$ cat src/rtl/mult_seq_if.sv
// Handshake and operand/result bundle between the EX stage and the iterative multiplier mult_seq.
interface mult_seq_if #(
    parameter int WIDTH = 32
);
    logic             start;
    logic             flush;
    logic [WIDTH-1:0] op_a;
    logic [WIDTH-1:0] op_b;
    logic             stall;
    logic             busy;
    logic             done;
    logic [WIDTH-1:0] result;

    modport master (
        output start, flush, op_a, op_b,
        input  stall, busy, done, result
    );

    modport slave (
        input  start, flush, op_a, op_b,
        output stall, busy, done, result
    );
endinterface

$ cat src/rtl/mult_seq.sv
// Shift-add multiplier sequencer: one partial-product step per cycle, low WIDTH product bits out with a one-cycle done.
// Optional MULT_EARLY_EXIT_EN: finish as soon as the remaining multiplier bits are all zero.
module mult_seq #(
    parameter int WIDTH = 32
) (
    input  logic     clk,
    input  logic     rst_n,
    mult_seq_if.slave mul_if
);
    localparam int CW = $clog2(WIDTH);
    localparam logic [CW-1:0] LAST_CNT = CW'(WIDTH - 1);

    typedef enum logic [1:0] {
        S_IDLE,
        S_RUN,
        S_DONE
    } state_t;

    state_t           r_state;
    state_t           w_next;
    logic [WIDTH-1:0] r_mcand;
    logic [WIDTH-1:0] r_mplier;
    logic [WIDTH-1:0] r_acc;
    logic [CW-1:0]    r_cnt;
    logic             w_capture;
    logic             w_last;

    assign w_capture = (r_state == S_IDLE) && mul_if.start && !mul_if.flush;

`ifdef MULT_EARLY_EXIT_EN
    // Once every remaining multiplier bit is zero the accumulator can no longer change.
    assign w_last = (r_cnt == LAST_CNT) || (r_mplier[WIDTH-1:1] == '0);
`else
    assign w_last = (r_cnt == LAST_CNT);
`endif

    // NOTE: sequential state uses non-blocking assignments so every register samples pre-edge values.
    always_ff @(posedge clk or negedge rst_n) begin
        if (!rst_n) begin
            r_state <= S_IDLE;
        end else begin
            r_state <= w_next;
        end
    end

    // NOTE: w_next gets its default before the case so no path leaves it unassigned (no latch).
    always_comb begin
        w_next = r_state;
        case (r_state)
            S_IDLE:  if (w_capture) w_next = S_RUN;
            S_RUN:   if (w_last) w_next = S_DONE;
            S_DONE:  w_next = S_IDLE;
            default: w_next = S_IDLE;
        endcase
        if (mul_if.flush) w_next = S_IDLE;
    end

    // A flushed step leaves the datapath untouched, so result keeps the partial sum.
    always_ff @(posedge clk or negedge rst_n) begin
        if (!rst_n) begin
            r_mcand  <= '0;
            r_mplier <= '0;
            r_acc    <= '0;
            r_cnt    <= '0;
        end else if (w_capture) begin
            r_mcand  <= mul_if.op_a;
            r_mplier <= mul_if.op_b;
            r_acc    <= '0;
            r_cnt    <= '0;
        end else if ((r_state == S_RUN) && !mul_if.flush) begin
            r_acc    <= r_acc + (r_mplier[0] ? r_mcand : '0);
            r_mcand  <= r_mcand << 1;
            r_mplier <= r_mplier >> 1;
            r_cnt    <= r_cnt + 1'b1;
        end
    end

    assign mul_if.stall  = w_capture || (r_state == S_RUN);
    assign mul_if.busy   = (r_state == S_RUN);
    assign mul_if.done   = (r_state == S_DONE);
    assign mul_if.result = r_acc;
endmodule

$ cat src/flat_wrapper.sv
// flat-port wrapper written by rule: the top's interface ports become plain ports
module mult_seq_flat 
#(
    parameter int WIDTH = 32
)
  (clk, rst_n, mul_if_start, mul_if_flush, mul_if_op_a, mul_if_op_b, mul_if_stall, mul_if_busy, mul_if_done, mul_if_result);
  mult_seq_if #(.WIDTH(WIDTH)) mul_if_i ();
  input  logic clk;
  input  logic rst_n;
  input wire logic [$bits(mul_if_i.start)-1:0] mul_if_start;
  input wire logic [$bits(mul_if_i.flush)-1:0] mul_if_flush;
  input wire logic [$bits(mul_if_i.op_a)-1:0] mul_if_op_a;
  input wire logic [$bits(mul_if_i.op_b)-1:0] mul_if_op_b;
  output wire logic [$bits(mul_if_i.stall)-1:0] mul_if_stall;
  output wire logic [$bits(mul_if_i.busy)-1:0] mul_if_busy;
  output wire logic [$bits(mul_if_i.done)-1:0] mul_if_done;
  output wire logic [$bits(mul_if_i.result)-1:0] mul_if_result;
  assign mul_if_i.start = mul_if_start;
  assign mul_if_i.flush = mul_if_flush;
  assign mul_if_i.op_a = mul_if_op_a;
  assign mul_if_i.op_b = mul_if_op_b;
  assign mul_if_stall = mul_if_i.stall;
  assign mul_if_busy = mul_if_i.busy;
  assign mul_if_done = mul_if_i.done;
  assign mul_if_result = mul_if_i.result;
  mult_seq #(.WIDTH(WIDTH)) u_core (.clk(clk), .rst_n(rst_n), .mul_if(mul_if_i));
endmodule
$ cat config.mk
export PLATFORM = sky130hd
export DESIGN_NAME = mult_seq_flat
export DESIGN_NICKNAME = d
export VERILOG_FILES = /design/src/rtl/mult_seq_if.sv /design/src/rtl/mult_seq.sv /design/src/flat_wrapper.sv
export SDC_FILE = /design/constraint.sdc
export NUM_CORES = 1
export LEC_CHECK = 0
export CAP_MARGIN = 10
export CORE_ASPECT_RATIO = 2
export CORE_MARGIN = 8
export CORE_UTILIZATION = 50
export DETAILED_ROUTE_END_ITERATION = 10
export PLACE_DENSITY = 0.73
export SLEW_MARGIN = 25
export SYNTH_ARGS = -nofsm -noshare
export SYNTH_HDL_FRONTEND = slang
export SYNTH_SLANG_ARGS = --single-unit
$ cat constraint.sdc
create_clock -name clk -period 3.4 [get_ports clk]
set_input_delay 0.68 -clock clk [delete_from_list [all_inputs] [get_ports clk]]
set_output_delay 0.68 -clock clk [all_outputs]
set_load 0.1 [all_outputs]
Yosys cells after proc, flatten, opt, wreduce, memory -nomap -nowiden --
Index checks and enable logic that the tools add are counted.
Word-level totals: bits of input ports 68, output and inout port bits 35, register bits after elaboration 103, logic and storage cells 33
Cells by class: mux-type cells 13, equal/unequal tests 5, $add $sub $neg 2, reductions and logical operators 8
Operator list (number):
- $mux 32 | 7
- $add 32x32->32 | 1
- $mux 5 | 2
- $mux 2 | 3
- $ne 3x2->1 const B | 2
- $add 5x1->5 const B | 1
- $eq 5x5->1 const B | 1
- $pmux 2 s2 | 1
- $logic_and 1x1->1 | 3
- $eq 2x1->1 const B | 1
- $eq 2x2->1 const B | 1
- $logic_not 2->1 | 1
- $reduce_and 2->1 | 1
- $reduce_bool 2->1 | 1
- $logic_not 1->1 | 1
- $logic_or 1x1->1 | 1

Depth between registers and ports, before layout --
Gate-level depths: netlist of the first run.
depth in word-level cells 6, gate-level depth with buffers 11, depth with buffers taken out 10

Worst setup path after synthesis of the first run --
Ideal clock, no wire load.
path type register to register, start point reg u_core.r_acc[0] (netlist: u_core.mul_if.result[0]), end point reg u_core.r_acc[30] (netlist: u_core.mul_if.result[30]), cell stages (with the launch flop) 10, buffers on the path 0, required time 3.277 ns, period minus slack after synthesis 3.235 ns, setup time 0.123 ns, data arrival time 3.112 ns, slack 0.165 ns, path through dfrtp_1 ha_1 fa_1 a21o_1 a221o_2 and3_4 o2111ai_2 a21oi_1 or3_1 a32o_1
On the way: word-level cells in the longest chain between the ends 3
Ends and longest elaborated chain:
- start: declaration | line mult_seq.sv:23 | logic [WIDTH-1:0] r_acc;
- start signal: assignment | line mult_seq.sv:71 | r_acc <= r_acc + (r_mplier[0] ? r_mcand : '0);
- $add 32x32->32 | line mult_seq.sv:71
- $mux 32 | line mult_seq.sv:70 | end else if ((r_state == S_RUN) && !mul_if.flush) begin
- $mux 32 | line mult_seq.sv:65 | end else if (w_capture) begin
No other way between the ends. The select of a mux whose other input is x is not followed. A chain may end at the register's enable or synchronous reset.

Worst setup path in the final report of the first run --
start point reg u_core.r_mplier[0], end point reg u_core.r_acc[31] (netlist: u_core.mul_if.result[31])
On the way: word-level cells in the longest chain between the ends 4
Ends and longest elaborated chain:
- start: declaration | line mult_seq.sv:22 | logic [WIDTH-1:0] r_mplier;
- start signal: assignment | line mult_seq.sv:67 | r_mplier <= mul_if.op_b;
- start signal: assignment | line mult_seq.sv:73 | r_mplier <= r_mplier >> 1;
- $mux 32 | line mult_seq.sv:71
- $add 32x32->32 | line mult_seq.sv:71
- $mux 32 | line mult_seq.sv:70
- $mux 32 | line mult_seq.sv:65
No other way between the ends. The select of a mux whose other input is x is not followed.

==> flow_summary.yaml, run 1 <==
global_routing:
  grtUsageTotal_pct: 19.4
  antenna_found_initial: 0
  overflow: 0
  grt_pass1_vias: 5484
  grt_max_degree: 66
  grt_pass1_wl_um: 25500
setup_path:
  path_max_fanout: 17
  path_cells: "buf_4, and2_1, ha_1, a21oi_1, o21ai_0, a311oi_1, o211ai_1, a21boi_2, o21bai_1, a221o_1"
  cpMaxStageDelayCell: "dfrtp_1"
  rrSetupSlack_ns: 0.32
  critical_path.endpoint_type: "flop"
  critical_path_class: "flop to flop"
  arrival_ns: 3.31
  cp-start-kind: "flop"
  worstPathRequired_ns: 3.63
  cp_slowest_stage_delay_ns: 0.42
timing:
  finalHoldViolCount: 0
  final.setup.tns_ns: 0
  post-route-period-util_pct: 90.6
  max_freq_mhz: 325
  rsz0062_at_grt: "no"
  period_minus_slack_ns: 3.08
  worstMarginPinSlew_ns: 0.740
  whs_ns: 0.383
  maxSlewHeadroom_pct: 50.7
  finalSetupViolCount: 0
  fin_ws_ns: 0.321
  slew_viol_final: 0
  fin_skew_ns: 0.0171
logic_synthesis:
  synth-seq-cells: 103
  yosysUniqueCellTypes: 53
  yosys_warnings: 0
  syn_inst: 711
  synth_top_area_share_pct: 42.5
  synthTopCellsByArea: "dfrtp_1 43%, nand2_1 11%, ha_1 6.8%, a31oi_1 4.0%, a22oi_1 3.8%"
  syn_avg_cell_area_um2: 8.53
  synth-edff-count: 0
  synth-main-ff-cell: "dfrtp_1"
  yosysTopAreaCell: "dfrtp_1"
  async_flop_share_pct: 100
  ys_seq_area_share_pct: 42.5
  syn-cell-area_um2: 6060
  syn_nets: 813
finish:
  final_area_um2: 7490
  fillers: 1068
  final_cell_mix: "170 x nand2_1, 103 x dfrtp_1, 66 x clkdlybuf4s50_1"
  final_net_count: 897
  final_common_cell: "nand2_1"
  multi_input_comb_area_um2: 3330
  seq_area_um2: 2580
  syn_to_final_growth_pct: 23.5
  drive_gt1_share_pct: 9.63
  diodes: 0
  fin_cells: 947
power_and_ir_drop:
  ir_drop_uv: 619
  leakage_nw: 3.50
  powerDensity_nw_per_um2: 812
min_path:
  hold_class: "input pin to asynchronous set/reset pin"
run:
  drv_cap: 0
clocking:
  tritoncts: "built"
  cts_sinks: 103
  cts-root-buf: "clkbuf_16"
  hold_buffers: 0
  cts_buffers: 9
  path_clk_slew_ns: 0.07
  clock_latency_ns: 0.35
  postCtsSetupBuffers: 0
  htreeDepth: 3
  cts_resized: 0
  cts_buffer_depth: 2
die:
  die_y_um: 172
  core_um2: 12000
  num_io_pins: 103
  start_util_pct: 50.6
  num_rows: 57
  dieArea_um2: 16100
  fp.dieW_um: 93.9
route:
  vias: 5447
  drc_errors: 0
  vias_per_cell: 5.75
  ant_nets: 0
  drtPass1Iterations: 8
  drtIter0Drc: 256
  wl_per_cell_um: 16.0
  routed_wl_um: 15100
placed_design:
  io_buffers: 102
  dpl.hpwl_um: 10800
  place.gp.congestion: 0.907
  dp_slack_ns: 0.328
  place_inst: 931
  postPlaceCellArea_um2: 7180
status:
  outcome: "complete, no violations"
-- metrics by stage --
step                total power [W]  util (%)
global route                0.00647      62.5
CTS                         0.00612      62.5
floorplan                   0.00424         -
finish                      0.00608      62.5
detailed placement          0.00502      59.9
global placement            0.00497      59.9
-- where the power goes --
group	switching (W)	total, W	internal [W]
clock network	0.000482	0.00109	0.000603
logic	0.00217	0.00312	0.000941
registers	0.000301	0.00188	0.00158
-- worst max-delay path, delay by kind of cell, from the launching register on --
| kind | cells | cell delay [ns] |
|---|---|---|
| adder cells (fa/ha/maj) | 1 | 0.35 |
| buffers and inverters | 1 | 0.20 |
| flip-flops | 1 | 0.42 |
| AO/OA/AOI/OAI | 7 | 1.80 |
| AND/OR/NAND/NOR | 1 | 0.17 |
-- cells in the mapped netlist, types with 2 or more instances --
library cell / instances
nand2_1: 170
dfrtp_1: 103
nor2_1: 53
a31oi_1: 39
clkbuf_1: 38
o21ai_0: 38
and2_1: 34
a21oi_1: 33
ha_1: 33
a22oi_1: 31
xnor2_1: 13
xor2_1: 13
nand3_1: 12
a21o_1: 10
inv_1: 7
o211ai_1: 7
a22o_1: 6
and3_1: 6
a211oi_1: 5
nand4_1: 5
o21a_1: 4
or3_1: 4
a32o_1: 3
buf_1: 3
nand2b_1: 3
nor3_1: 3
o21bai_1: 3
o31ai_1: 3
a211o_1: 2
a21boi_0: 2
a311oi_1: 2
o311ai_0: 2
-- routing by layer --
metal  wire, um  global-route usage [%]
met2       7610                    33.0
met4        314                    7.64
met3        724                    3.72
met5          0                       0
met1       6480                    23.4
-- final cells by class --
class | count | area share [%]
timing repair buffer | 114 | 14.1
inverter | 7 | 0.351
clock buffer | 10 | 3.19
sequential | 103 | 34.4
clock inverter | 6 | 1.00
tap | 147 | 2.46
multi-input combinational | 560 | 44.5
-- registers in the layout, indices dropped and copies added, names as in the netlist --
| name | count |
|---|---|
| u_core.r_state | 2 |
| u_core.r_cnt | 5 |
| u_core.r_mcand | 32 |
| u_core.r_mplier | 32 |
| u_core.mul_if.result | 32 |
-- path summary, 6_finish.rpt --
check / startpoint / depth (start not counted) / end
min in group clk: u_core.r_mplier[30] / 2 / u_core.r_mplier[30]
worst min register to register: u_core.r_mplier[30] / 2 / u_core.r_mplier[30]
max in group asynchronous: rst_n / 2 / u_core.r_cnt[1]
worst max-delay path: u_core.r_mplier[0] / 10 / u_core.mul_if.result[31]
worst max register to register: u_core.r_mplier[0] / 10 / u_core.mul_if.result[31]
worst min-delay path: rst_n / 1 / u_core.r_mplier[11]
-- kinds of logic after synthesis --
logic type	count (synthesis)	share of synthesized area (%)
fa+ha+maj	34	7.14
buf+inv	48	2.97
simple gates	296	21.2
flops	103	42.5
xor+xnor	26	3.76
compound gates	204	22.4
No activity file was read; power rests on OpenSTA's default activity.
==> run 2: changes to the inputs <==
--- a/config.mk
+++ b/config.mk
@@ -5,12 +5,15 @@
 export SDC_FILE = /design/constraint.sdc
 export NUM_CORES = 1
 export LEC_CHECK = 0
+export ABC_AREA = 1
 export CAP_MARGIN = 10
 export CORE_ASPECT_RATIO = 2
 export CORE_MARGIN = 8
 export CORE_UTILIZATION = 50
 export DETAILED_ROUTE_END_ITERATION = 10
-export PLACE_DENSITY = 0.73
+export PLACE_DENSITY = 0.71
+export RECOVER_POWER = 50
+export REMOVE_ABC_BUFFERS = 1
 export SLEW_MARGIN = 25
 export SYNTH_ARGS = -nofsm -noshare
 export SYNTH_HDL_FRONTEND = slang
==> flow_summary.yaml, run 2 <==
setup_path:
  critical_path.endpoint_type: "flop"
  path_max_fanout: 13
  cp-start-kind: "flop"
  arrival_ns: 2.73
  worstPathRequired_ns: 3.62
  critical_path_class: "flop to flop"
  r2r_cells: 12
logic_synthesis:
  yosysUniqueCellTypes: 33
  yosysMostFrequentCell: "nand2_1"
  synthTopCellsByArea: "dfrtp_1 37%, nand2_1 23%, inv_1 9.5%, ha_1 5.8%, o221ai_1 3.5%"
  synth-edff-count: 0
  synth-adder-area-share_pct: 6.13
  synth-seq-cells: 103
  synthTopCellsByCount: "436 x nand2_1, 179 x inv_1, 103 x dfrtp_1, 39 x nor2_1, 37 x nand3_1"
  yosys_warnings: 0
  syn-cell-area_um2: 7060
  synth_compound_area_share_pct: 12.2
  synth_top_area_share_pct: 36.5
  synthXorXnorAreaFrac_pct: 0.248
  synth_top_family_by_area: "simple AND/OR/NAND/NOR gates"
  syn_inst: 1050
  muxShareOfSynthArea_pct: 0
  synth-main-ff-cell: "dfrtp_1"
  syn_avg_cell_area_um2: 6.72
  ys_seq_area_share_pct: 36.5
  synth-simple-area-share_pct: 31.7
  yosysTopAreaCell: "dfrtp_1"
  async_flop_share_pct: 100
clocking:
  postCtsSetupBuffers: 0
  cts_buffer_depth: 2
  clock_latency_ns: 0.36
  cts-root-buf: "clkbuf_16"
  hold_buffers: 0
  htreeDepth: 3
  tritoncts: "built"
  cts_resized: 0
  cts_sinks: 103
  cts_buffers: 9
  path_clk_slew_ns: 0.08
die:
  die_y_um: 184
  start_util_pct: 50.8
  num_io_pins: 103
  core_um2: 13900
  fp.dieW_um: 100
  num_rows: 61
  dieArea_um2: 18400
timing:
  slew_viol_final: 57
  finalHoldViolCount: 0
  fin_skew_ns: 0.0142
  rsz0062_at_grt: "no"
  finalSetupViolCount: 0
  maxSlewHeadroom_pct: -1.87
  worstMarginPinSlew_ns: 1.53
  period_minus_slack_ns: 2.51
  max_freq_mhz: 399
  post-route-period-util_pct: 73.8
  final.setup.tns_ns: 0
route:
  drtPass1Iterations: 5
  wl_per_cell_um: 15.3
  vias_per_cell: 5.07
  routed_wl_um: 20300
  ant_nets: 0
  vias: 6740
  drtIter0Drc: 247
  drc_errors: 0
global_routing:
  grtUsageTotal_pct: 23.3
  antenna_found_initial: 0
  grt_pass1_vias: 6995
  grt_pass1_wl_um: 33600
  grt_max_degree: 75
  overflow: 0
status:
  violations: "capacitance limit, slew limit"
  outcome: "complete, but fails checks"
finish:
  final_cell_mix: "436 x nand2_1, 179 x inv_1, 103 x dfrtp_1"
  syn_to_final_growth_pct: 18.3
  drive_gt1_share_pct: 7.89
  final_area_um2: 8350
  fillers: 1430
  final_net_count: 1238
  fin_cells: 1329
  diodes: 0
  final_common_cell: "nand2_1"
power_and_ir_drop:
  ir_drop_uv: 290
  powerDensity_nw_per_um2: 614
  leakage_nw: 4.69
placed_design:
  place.gp.congestion: 0.926
  postPlaceCellArea_um2: 8130
  dpl.hpwl_um: 15800
  io_buffers: 102
  place_inst: 1314
min_path:
  holdPathStages: 1
  hold_class: "flop to flop"
run:
  drv_cap: 1
## run 2: changes by cell type after synthesis, sizes merged, moves of 28 or more
cell	delta
a22oi	-31
a31oi	-37
and2	-32
clkbuf	-31
inv	+191
nand2	+277
nand3	+29
o221ai	+28
## run 2: path summary, 6_finish.rpt
kind | start | slack, ns | to
worst min register to register | u_core.r_cnt[3] | 0.49 | u_core.r_cnt[3]
worst max register to register | u_core.r_mplier[0] | 0.89 | u_core.mul_if.result[16]
max in group asynchronous | rst_n | 1.73 | u_core.mul_if.result[29]
min in group asynchronous | rst_n | 0.69 | u_core.r_mcand[0]
worst min-delay path | u_core.r_cnt[3] | 0.49 | u_core.r_cnt[3]
worst max-delay path | u_core.r_mplier[0] | 0.89 | u_core.mul_if.result[16]
## run 2: cell families after synthesis
| logic type | Yosys count |
|---|---|
| DFF | 103 |
| buffers and inverters | 233 |
| adders and majority gates | 34 |
| AOI/OAI and AO/OA | 127 |
| xor gates and xnor gates | 2 |
| and+or+nand+nor | 551 |
## run 2: metal layers
metal	GRT usage, %	wire length [um]	vias up
met5	0	0	-
met3	3.19	573	66
li1	-	-	3437
met1	22.0	7100	3083
met4	16.4	1330	0
met2	44.2	11300	154
## run 2: report_power, final
| group | leakage, nW | total (W) | switching [W] | internal, W |
|---|---|---|---|---|
| combinational | 3.22 | 0.00235 | 0.00173 | 0.000624 |
| clock | 0.139 | 0.00102 | 0.000512 | 0.000507 |
| sequential | 1.33 | 0.00176 | 0.000225 | 0.00153 |
| total | 4.69 | 0.00513 | 0.00246 | 0.00266 |
## run 2: critical path, cell delays in order, from the launching register on
cell and delay, ns:
dfrtp_1 0.51, nand2_1 0.12, inv_1 0.05, ha_1 0.22, fa_1 0.48, nand3_1 0.12, nand3_1 0.15, nand2_1 0.10
nand2_1 0.08, nand2_1 0.08, nand2_2 0.06, o21ai_0 0.32, nand2_1 0.09
## run 2: layout make-up
class	instances	area [um^2]	share of cell area [%]
Timing Repair Buffer	110	966	11.6
Multi-Input combinational cell	714	3550	42.5
Inverter	198	743	8.90
Clock inverter	6	56.3	0.674
Sequential cell	103	2580	30.9
Tap cell	189	236	2.83
Clock buffer	9	225	2.70
## run 2: through the flow
| stage | hold WS (ns) | util, % | power, W | setup WS [ns] |
|---|---|---|---|---|
| floorplan | 0.384 | - | 0.00349 | 0.0638 |
| global placement | 0.448 | 58.6 | 0.00417 | 0.901 |
| detailed placement | 0.475 | 58.6 | 0.00420 | 0.872 |
| CTS | 0.425 | 60.6 | 0.00522 | 0.874 |
| global route | 0.527 | 60.1 | 0.00545 | 0.710 |
| finish | 0.487 | 60.1 | 0.00513 | 0.892 |
